--- config.mk ---
export PLATFORM = sky130hd
export DESIGN_NAME = syscall_unit
export DESIGN_NICKNAME = d
export VERILOG_FILES = /design/src/rtl/syscall_pkg.sv /design/src/rtl/syscall_byte_sel.sv /design/src/rtl/syscall_unit.sv
export SDC_FILE = /design/constraint.sdc
export NUM_CORES = 1
export LEC_CHECK = 0
export BUFFER_PORTS_ARGS = -buffer_cell sky130_fd_sc_hd__clkbuf_2
export CAP_MARGIN = 15
export CORE_ASPECT_RATIO = 0.8
export CORE_MARGIN = 2
export CORE_UTILIZATION = 47
export CTS_BUF_LIST = sky130_fd_sc_hd__clkbuf_4 sky130_fd_sc_hd__clkbuf_8
export DETAILED_ROUTE_END_ITERATION = 10
export GPL_TIMING_DRIVEN = 0
export PLACE_DENSITY_LB_ADDON = 0.25
export SETUP_SLACK_MARGIN = 0.02
export SKIP_LAST_GASP = 1
export SLEW_MARGIN = 15
export SYNTH_ARGS = -nofsm -noshare
export SYNTH_HDL_FRONTEND = slang
export SYNTH_HIERARCHICAL = 1
export SYNTH_SLANG_ARGS = --single-unit
export TNS_END_PERCENT = 1
--- constraint.sdc ---
create_clock -name i_clk -period 3.4 [get_ports i_clk]
set_input_delay 0.34 -clock i_clk [delete_from_list [all_inputs] [get_ports i_clk]]
set_output_delay 0.34 -clock i_clk [all_outputs]
set_load 0.05 [all_outputs]
--- src/rtl/syscall_pkg.sv ---
// syscall_pkg: shared constants and types for the syscall execution engine.
//   - Register-file indices for v0, a0 and ra.
//   - Service codes understood by syscall_unit.
//   - FSM state encoding.
package syscall_pkg;

  // Register-file indices of the taps the engine consumes.
  localparam logic [4:0] REG_V0 = 5'd2;
  localparam logic [4:0] REG_A0 = 5'd4;
  localparam logic [4:0] REG_RA = 5'd31;

  // Service codes carried in v0.
  localparam logic [31:0] SYS_PRINT_STR  = 32'd4;
  localparam logic [31:0] SYS_PRINT_CHAR = 32'd11;
  localparam logic [31:0] SYS_EXIT       = 32'd10;

  typedef enum logic [2:0] {
    StIdle,
    StFetch,
    StWait,
    StEmit,
    StChar,
    StHalt,
    StDone
  } state_e;

endpackage

--- src/rtl/syscall_byte_sel.sv ---
// syscall_byte_sel: little-endian byte-lane mux.
// Ports:
//   i_word [31:0] - memory word
//   i_off  [1:0]  - byte offset within the word (0 = bits 7:0)
//   o_byte [7:0]  - selected byte
module syscall_byte_sel (
  input  logic [31:0] i_word,
  input  logic [1:0]  i_off,
  output logic [7:0]  o_byte
);

  assign o_byte = i_word[{i_off, 3'b000} +: 8];

endmodule

--- src/rtl/syscall_unit.sv ---
// syscall_unit: syscall execution engine downstream of the register file.
// Services: print_string (walks memory to NUL or MAX_LEN), print_char, exit.
// Ports:
//   i_clk, i_reset           - clock, synchronous active-high reset
//   i_syscall, i_v0, i_a0    - SYSCALL decode strobe, service code, argument
//   o_mem_rd, o_mem_addr     - word read strobe and word-aligned address
//   i_mem_rdata              - read data, valid the cycle after o_mem_rd
//   o_char_data/valid, i_char_ready - console byte stream handshake
//   o_busy                   - stall the PC/pipeline
//   o_done                   - one-cycle completion pulse
//   o_halted                 - exit taken; sticky until reset
module syscall_unit
  import syscall_pkg::*;
#(
  parameter int unsigned MAX_LEN = 1024
) (
  input  logic        i_clk,
  input  logic        i_reset,
  input  logic        i_syscall,
  input  logic [31:0] i_v0,
  input  logic [31:0] i_a0,
  output logic        o_mem_rd,
  output logic [31:0] o_mem_addr,
  input  logic [31:0] i_mem_rdata,
  output logic [7:0]  o_char_data,
  output logic        o_char_valid,
  input  logic        i_char_ready,
  output logic        o_busy,
  output logic        o_done,
  output logic        o_halted
);

  localparam int unsigned CntW = $clog2(MAX_LEN + 1);

  state_e            r_state, w_state_next;
  logic [31:0]       r_ptr, w_ptr_next;
  logic [CntW-1:0]   r_count, w_count_next;
  logic [31:0]       r_buf;
  logic [7:0]        r_char, w_char_next;

  logic [7:0]        w_byte;
  logic [31:0]       w_ptr_inc;
  logic              w_at_limit;
  logic              w_emit_ok;

  syscall_byte_sel u_byte_sel (
    .i_word (r_buf),
    .i_off  (r_ptr[1:0]),
    .o_byte (w_byte)
  );

  assign w_ptr_inc  = r_ptr + 32'd1;
  assign w_at_limit = (r_count == CntW'(MAX_LEN));
  assign w_emit_ok  = (w_byte != 8'h00) && !w_at_limit;
  assign o_mem_addr = {r_ptr[31:2], 2'b00};

  always_ff @(posedge i_clk) begin
    if (i_reset) begin
      r_state <= StIdle;
      r_ptr   <= '0;
      r_count <= '0;
      r_buf   <= '0;
      r_char  <= '0;
    end else begin
      r_state <= w_state_next;
      r_ptr   <= w_ptr_next;
      r_count <= w_count_next;
      r_char  <= w_char_next;
      if (r_state == StWait) begin
        r_buf <= i_mem_rdata;
      end
    end
  end

  always_comb begin
    w_state_next = r_state;
    w_ptr_next   = r_ptr;
    w_count_next = r_count;
    w_char_next  = r_char;
    o_mem_rd     = 1'b0;
    o_char_data  = 8'h00;
    o_char_valid = 1'b0;
    o_busy       = 1'b0;
    o_done       = 1'b0;
    o_halted     = 1'b0;

    unique case (r_state)
      StIdle: begin
        if (i_syscall) begin
          // Combinational busy so the PC freezes in the SYSCALL cycle itself.
          o_busy      = 1'b1;
          w_char_next = i_a0[7:0];
          case (i_v0)
            SYS_PRINT_STR: begin
              w_ptr_next   = i_a0;
              w_count_next = '0;
              w_state_next = StFetch;
            end
            SYS_PRINT_CHAR: w_state_next = StChar;
            SYS_EXIT:       w_state_next = StHalt;
            default:        w_state_next = StDone;
          endcase
        end
      end
      StFetch: begin
        o_busy       = 1'b1;
        o_mem_rd     = 1'b1;
        w_state_next = StWait;
      end
      StWait: begin
        o_busy       = 1'b1;
        w_state_next = StEmit;
      end
      StEmit: begin
        o_busy = 1'b1;
        if (!w_emit_ok) begin
          w_state_next = StDone;
        end else begin
          // Valid depends only on state/buffer/count, never on ready.
          o_char_valid = 1'b1;
          o_char_data  = w_byte;
          if (i_char_ready) begin
            w_ptr_next   = w_ptr_inc;
            w_count_next = r_count + CntW'(1);
            if (w_ptr_inc[1:0] == 2'b00) begin
              w_state_next = StFetch;
            end
          end
        end
      end
      StChar: begin
        o_busy       = 1'b1;
        o_char_valid = 1'b1;
        o_char_data  = r_char;
        if (i_char_ready) begin
          w_state_next = StDone;
        end
      end
      StHalt: begin
        o_busy   = 1'b1;
        o_halted = 1'b1;
      end
      StDone: begin
        o_done       = 1'b1;
        w_state_next = StIdle;
      end
      default: w_state_next = StIdle;
    endcase
  end

endmodule

Word-level counts from Yosys, hierarchy flattened
Index checks and enable logic that the tools add are counted.
W data, S select, Z words.
{"block": "word_totals", "register_bits": 86}
{"block": "classes", "n_shift": 1, "n_bitwise": 1, "mux": 26, "add_sub_neg": 2, "n_eq_ne": 17, "reduce_logical": 10}
{"cell": "$mux W32", "n": 4}
{"cell": "$eq A32 B4 Y1 const B", "n": 2}
{"cell": "$pmux W32 S2", "n": 1}
{"cell": "$mux W11", "n": 4}
{"cell": "$add A32 B1 Y32 const B", "n": 1}
{"cell": "$eq A32 B3 Y1 const B", "n": 1}
{"cell": "$shiftx A32 B6 Y8", "n": 1}
{"cell": "$pmux W11 S2", "n": 1}
{"cell": "$pmux W3 S6", "n": 1}
{"cell": "$pmux W8 S2", "n": 1}
{"cell": "$mux W3", "n": 5}
{"cell": "$add A11 B1 Y11 const B", "n": 1}
{"cell": "$eq A11 B11 Y1 const B", "n": 1}
{"cell": "$ne A2 B2 Y1 const B", "n": 5}
{"cell": "$reduce_and A5 Y1", "n": 2}
{"cell": "$eq A3 B3 Y1 const B", "n": 3}
{"cell": "$pmux W3 S3", "n": 1}
{"cell": "$mux W8", "n": 1}
{"cell": "$reduce_bool A8 Y1", "n": 1}
{"cell": "$eq A3 B2 Y1 const B", "n": 2}
{"cell": "$ne A3 B3 Y1 const B", "n": 2}
{"cell": "$mux W1", "n": 5}
{"cell": "$reduce_or A5 Y1", "n": 1}
{"cell": "$pmux W1 S2", "n": 2}
{"cell": "8 further kinds", "n": 8}

Depth between registers and ports, before layout
{"block": "logic_depth", "word_depth": 6, "depth_mapped": 10}

By module
The synthesis kept the hierarchy.
{"mod": "syscall_unit", "n_inst": 1, "seq_area_each_um2": 1721.7, "area_per_inst_um2": 4668.2, "cells_each": 637}
{"mod": "syscall_byte_sel", "n_inst": 1, "seq_area_each_um2": 0.0, "area_per_inst_um2": 196.4, "cells_each": 10}

Worst setup path after synthesis
No wires, ideal clock.
{"block": "synth_timing", "path_kind": "register to output", "from": "register r_ptr[0]", "to": "output port o_char_valid", "arrival_ns": 2.530, "path_stages_with_launch": 8, "slack_ns": 0.530, "path_buffers": 2, "path_cell_list": "dfxtp_1 -> buf_6 -> mux4_2 -> or4_1 -> nor2_1 -> nor3_1 -> clkbuf_1 -> or2_2"}
{"block": "synth_via", "elab_chain_cells": 5}
{"element": "start, declared", "line_no": "syscall_unit.sv:36", "source": "logic [31:0] r_ptr, w_ptr_next;"}
{"element": "start signal, assigned", "line_no": "syscall_unit.sv:66", "source": "r_ptr <= w_ptr_next;"}
{"element": "$shiftx A32 B6 Y8", "line_no": "syscall_byte_sel.sv:12", "source": "assign o_byte = i_word[{i_off, 3'b000} +: 8];"}
{"element": "net w_byte[7]", "line_no": "syscall_unit.sv:41", "source": "logic [7:0] w_byte;"}
{"element": "$reduce_bool A8 Y1", "line_no": "syscall_unit.sv:54", "source": "assign w_emit_ok = (w_byte != 8'h00) && !w_at_limit;"}
{"element": "$logic_and A1 B1 Y1", "line_no": "syscall_unit.sv:54"}
{"element": "$mux W1", "line_no": "syscall_unit.sv:116", "source": "if (!w_emit_ok) begin"}
{"element": "$pmux W1 S2", "line_no": "syscall_unit.sv:87", "source": "unique case (r_state)"}
{"element": "end, declared", "line_no": "syscall_unit.sv:26", "source": "output logic o_char_valid,"}
The timed path passes the listed nets, and every way through them passes these cells.

Worst setup path in the final report
Ends and elaborated chain as after synthesis.

==> flow_summary.ini <==
[critical_path]
cp.required_ns = 3.06
cp_max_fo = 11
crit_arrival_ns = 2.91
startpoint_type = flip-flop
crit_type = flip-flop to output port
endpoint_kind = output port

[grt]
antenna_found_initial = 0
grt_pass1_vias = 5117
gr-total-overflow = 0
grtUsageTotal_pct = 27.05
grt_max_degree = 16
grt_first_pass_wirelength_um = 24270

[floorplanning]
die_w_um = 117.7
die_y_um = 95.00
core_um2 = 10160
rows = 33
num_io_pins = 145
initial_core_util_pct = 47.89
die_area_um2 = 11190

[logic_synthesis]
netlist_area_um2 = 4865
synth_area_per_cell_um2 = 7.519
synth_area_leaders = dfxtp_1 (35%), nand2_1 (11%), a21oi_1 (9.6%)
yosysWarnings = 6
ys_seq_area_share_pct = 35.39
synth.most_common_cell = nand2_1
async_flop_share_pct = 0
synth_cell_types = 56
synth_top_area_cell = dfxtp_1
synth_common_cells = nand2_1 (141), a21oi_1 (93), dfxtp_1 (86), o21ai_0 (37), buf_4 (32)
synth_edf_count = 0
synth_top_area_share_pct = 35.39
synth_cells = 647
synth-seq-cells = 86
ys.flop_type = dfxtp_1

[place]
gp_congestion = 0.8863
dpl_cell_area_um2 = 5754
post-place-ws_ns = 0.04825
place_hpwl_um = 11330
io_buffer_count = 142

[sta]
post-route-min-period_ns = 3.248
relSlewSlack_pct = 27.51
max_freq_ghz = 0.3079
worst_pin_slew_ns = 1.077
min_period_over_period_pct = 95.52
tns_ns = 0
rsz0062_at_grt = false
hold_viol_final = 0
slew_violations = 0
finalSetupViolations = 0
setup_slack_ns = 0.1523
skew_ns = 0.01898

[drt]
routed_via_density = 5.725
firstDrtPassIters = 5
drt_wl_total_um = 15120
post_drt_wl_per_cell_um = 15.99
first_iter_violations = 495
drc = 0
ant_nets = 0
vias = 5416

[finish]
nNetsFinal = 904
num_antenna_cells = 0
drive_gt1_share_pct = 27.30
final_cell_area_um2 = 5981
syn2layout_area_growth_pct = 22.94
final_util_pct = 58.88

[clock_network]
cts.path.max_buffers = 2
numCtsBuffers = 9
cts_hold_buf = 0
clk_latency_ns = 0.36
cts_tree = built
clock-sinks = 86
clk_pin_slew_ns = 0.09
cts_root_buf = clkbuf_8
htree_levels = 3

[power]
p_switching_uw = 2019
clockPowerShare_pct = 17.4
sw_frac_of_total_pct = 46.53
p_leak_uw = 0.002403
vdd_ir_drop_max_mv = 0.4295
powerDensity_nw_per_um2 = 725.5
combPwrFrac_pct = 48.7
intPower_uw = 2320
p_seq_share_pct = 34.0
total_power_uw = 4339

[hold_path]
hp-class = primary input to flip-flop

[outcome]
status = complete, no violations

[flow_run]
cap_viol_max_count = 0
-- critical path, stage by stage (launching register included) --
cell	delay, ns
dfxtp_2	0.39
buf_6	0.19
mux4_2	0.55
or4_1	0.58
nor2_4	0.16
nor3_2	0.12
or2_2	0.33
clkbuf_4	0.22
-- cell usage in the layout, fill, tap and decap left out, types with 4 or more instances in the layout --
master / synthesis / layout
nor4_1: 9 / 9
nor4_2: 4 / 4
a31oi_1: 4 / 4
nand3_1: 18 / 18
clkbuf_8: 0 / 10
inv_1: 9 / 9
a211oi_1: 12 / 12
a21o_1: 6 / 6
nand2_1: 141 / 141
a22o_1: 8 / 8
or4_1: 6 / 6
nor2_1: 26 / 25
a21oi_1: 93 / 93
and3_1: 8 / 8
buf_4: 32 / 33
dfxtp_1: 86 / 85
clkbuf_1: 31 / 30
o22ai_1: 7 / 7
clkbuf_2: 1 / 142
buf_2: 6 / 6
o31ai_1: 8 / 8
or3_1: 6 / 6
buf_1: 4 / 4
nand2b_1: 7 / 7
o21ai_0: 37 / 37
nand4_1: 8 / 8
mux4_2: 8 / 8
nor3_1: 10 / 9
and2_1: 6 / 6
-- state kept, by name, indices dropped and copies added (netlist names) --
register	flops
r_char	8
r_count	11
r_ptr	32
r_buf	32
r_state	3
-- repair_timing --
action / 4_1_cts / 5_1_grt
setup endpoints to repair: 9 / 1
pin swaps: 0 / 1
resized for setup: 5 / 0
setup buffers: 0 / 1
-- final timing paths --
path                   startpoint           end  slack (ns)  depth (start not counted)
setup / recovery         r_ptr[0]  o_char_valid        0.15                          7
hold / removal    i_mem_rdata[12]     r_buf[12]        0.19                          3
setup reg to reg         r_ptr[0]     r_ptr[13]        0.28                         10
hold reg to reg         r_buf[29]     r_buf[29]        0.46                          2
-- final cells by class --
class                   count  area [µm²]
clock inverters             6       68.82
multi-input cells         477        2696
flip-flops and latches     86        1723
inverters                   9       33.78
plain buffers              75       425.4
clock buffers              10       137.6
fillers                   987        4177
well taps                 140       175.2
repair buffers            143       720.7
-- power by group through the flow --
stage | combinational [µW] | sequential (µW) | clock [µW]
final | 2110 | 1470 | 753
after global routing | 2300 | 1500 | 796
after CTS | 2080 | 1460 | 753
after detailed placement | 2040 | 1480 | 0
after global placement | 2000 | 1470 | 0
after floorplan | 1560 | 1400 | 0
-- layer usage --
metal  global-route usage [%]  wire, µm  vias to the layer above
met3                    6.099      1448                       27
met5                        0         0                        -
li1                         -         -                     2594
met1                    34.14      6221                     2507
met2                    46.41      7170                      288
met4                    8.635       284                        0
-- stage by stage --
step	std cells	hold WS (ns)
2_1_floorplan	648	0.4331
3_3_place_gp	930	0.4399
3_5_place_dp	930	0.4494
4_1_cts	945	0.1901
5_1_grt	946	0.1912
6_report	946	0.1928
-- cells by family (layout without fill, tap and decap cells) --
group | count (synthesis) | count (layout) | share of synthesized area, %
AOI/OAI and AO/OA | 194 | 194 | 23.66
xor gates and xnor gates | 3 | 3 | 0.5402
adders and majority gates | 3 | 3 | 0.7717
buffers and inverters | 85 | 243 | 9.516
DFF | 86 | 86 | 35.39
muxes | 8 | 8 | 3.704
other | 1 | 2 | 0.07709
and+or+nand+nor | 267 | 267 | 26.34
Note: power is estimated with default switching activity, not from simulation.
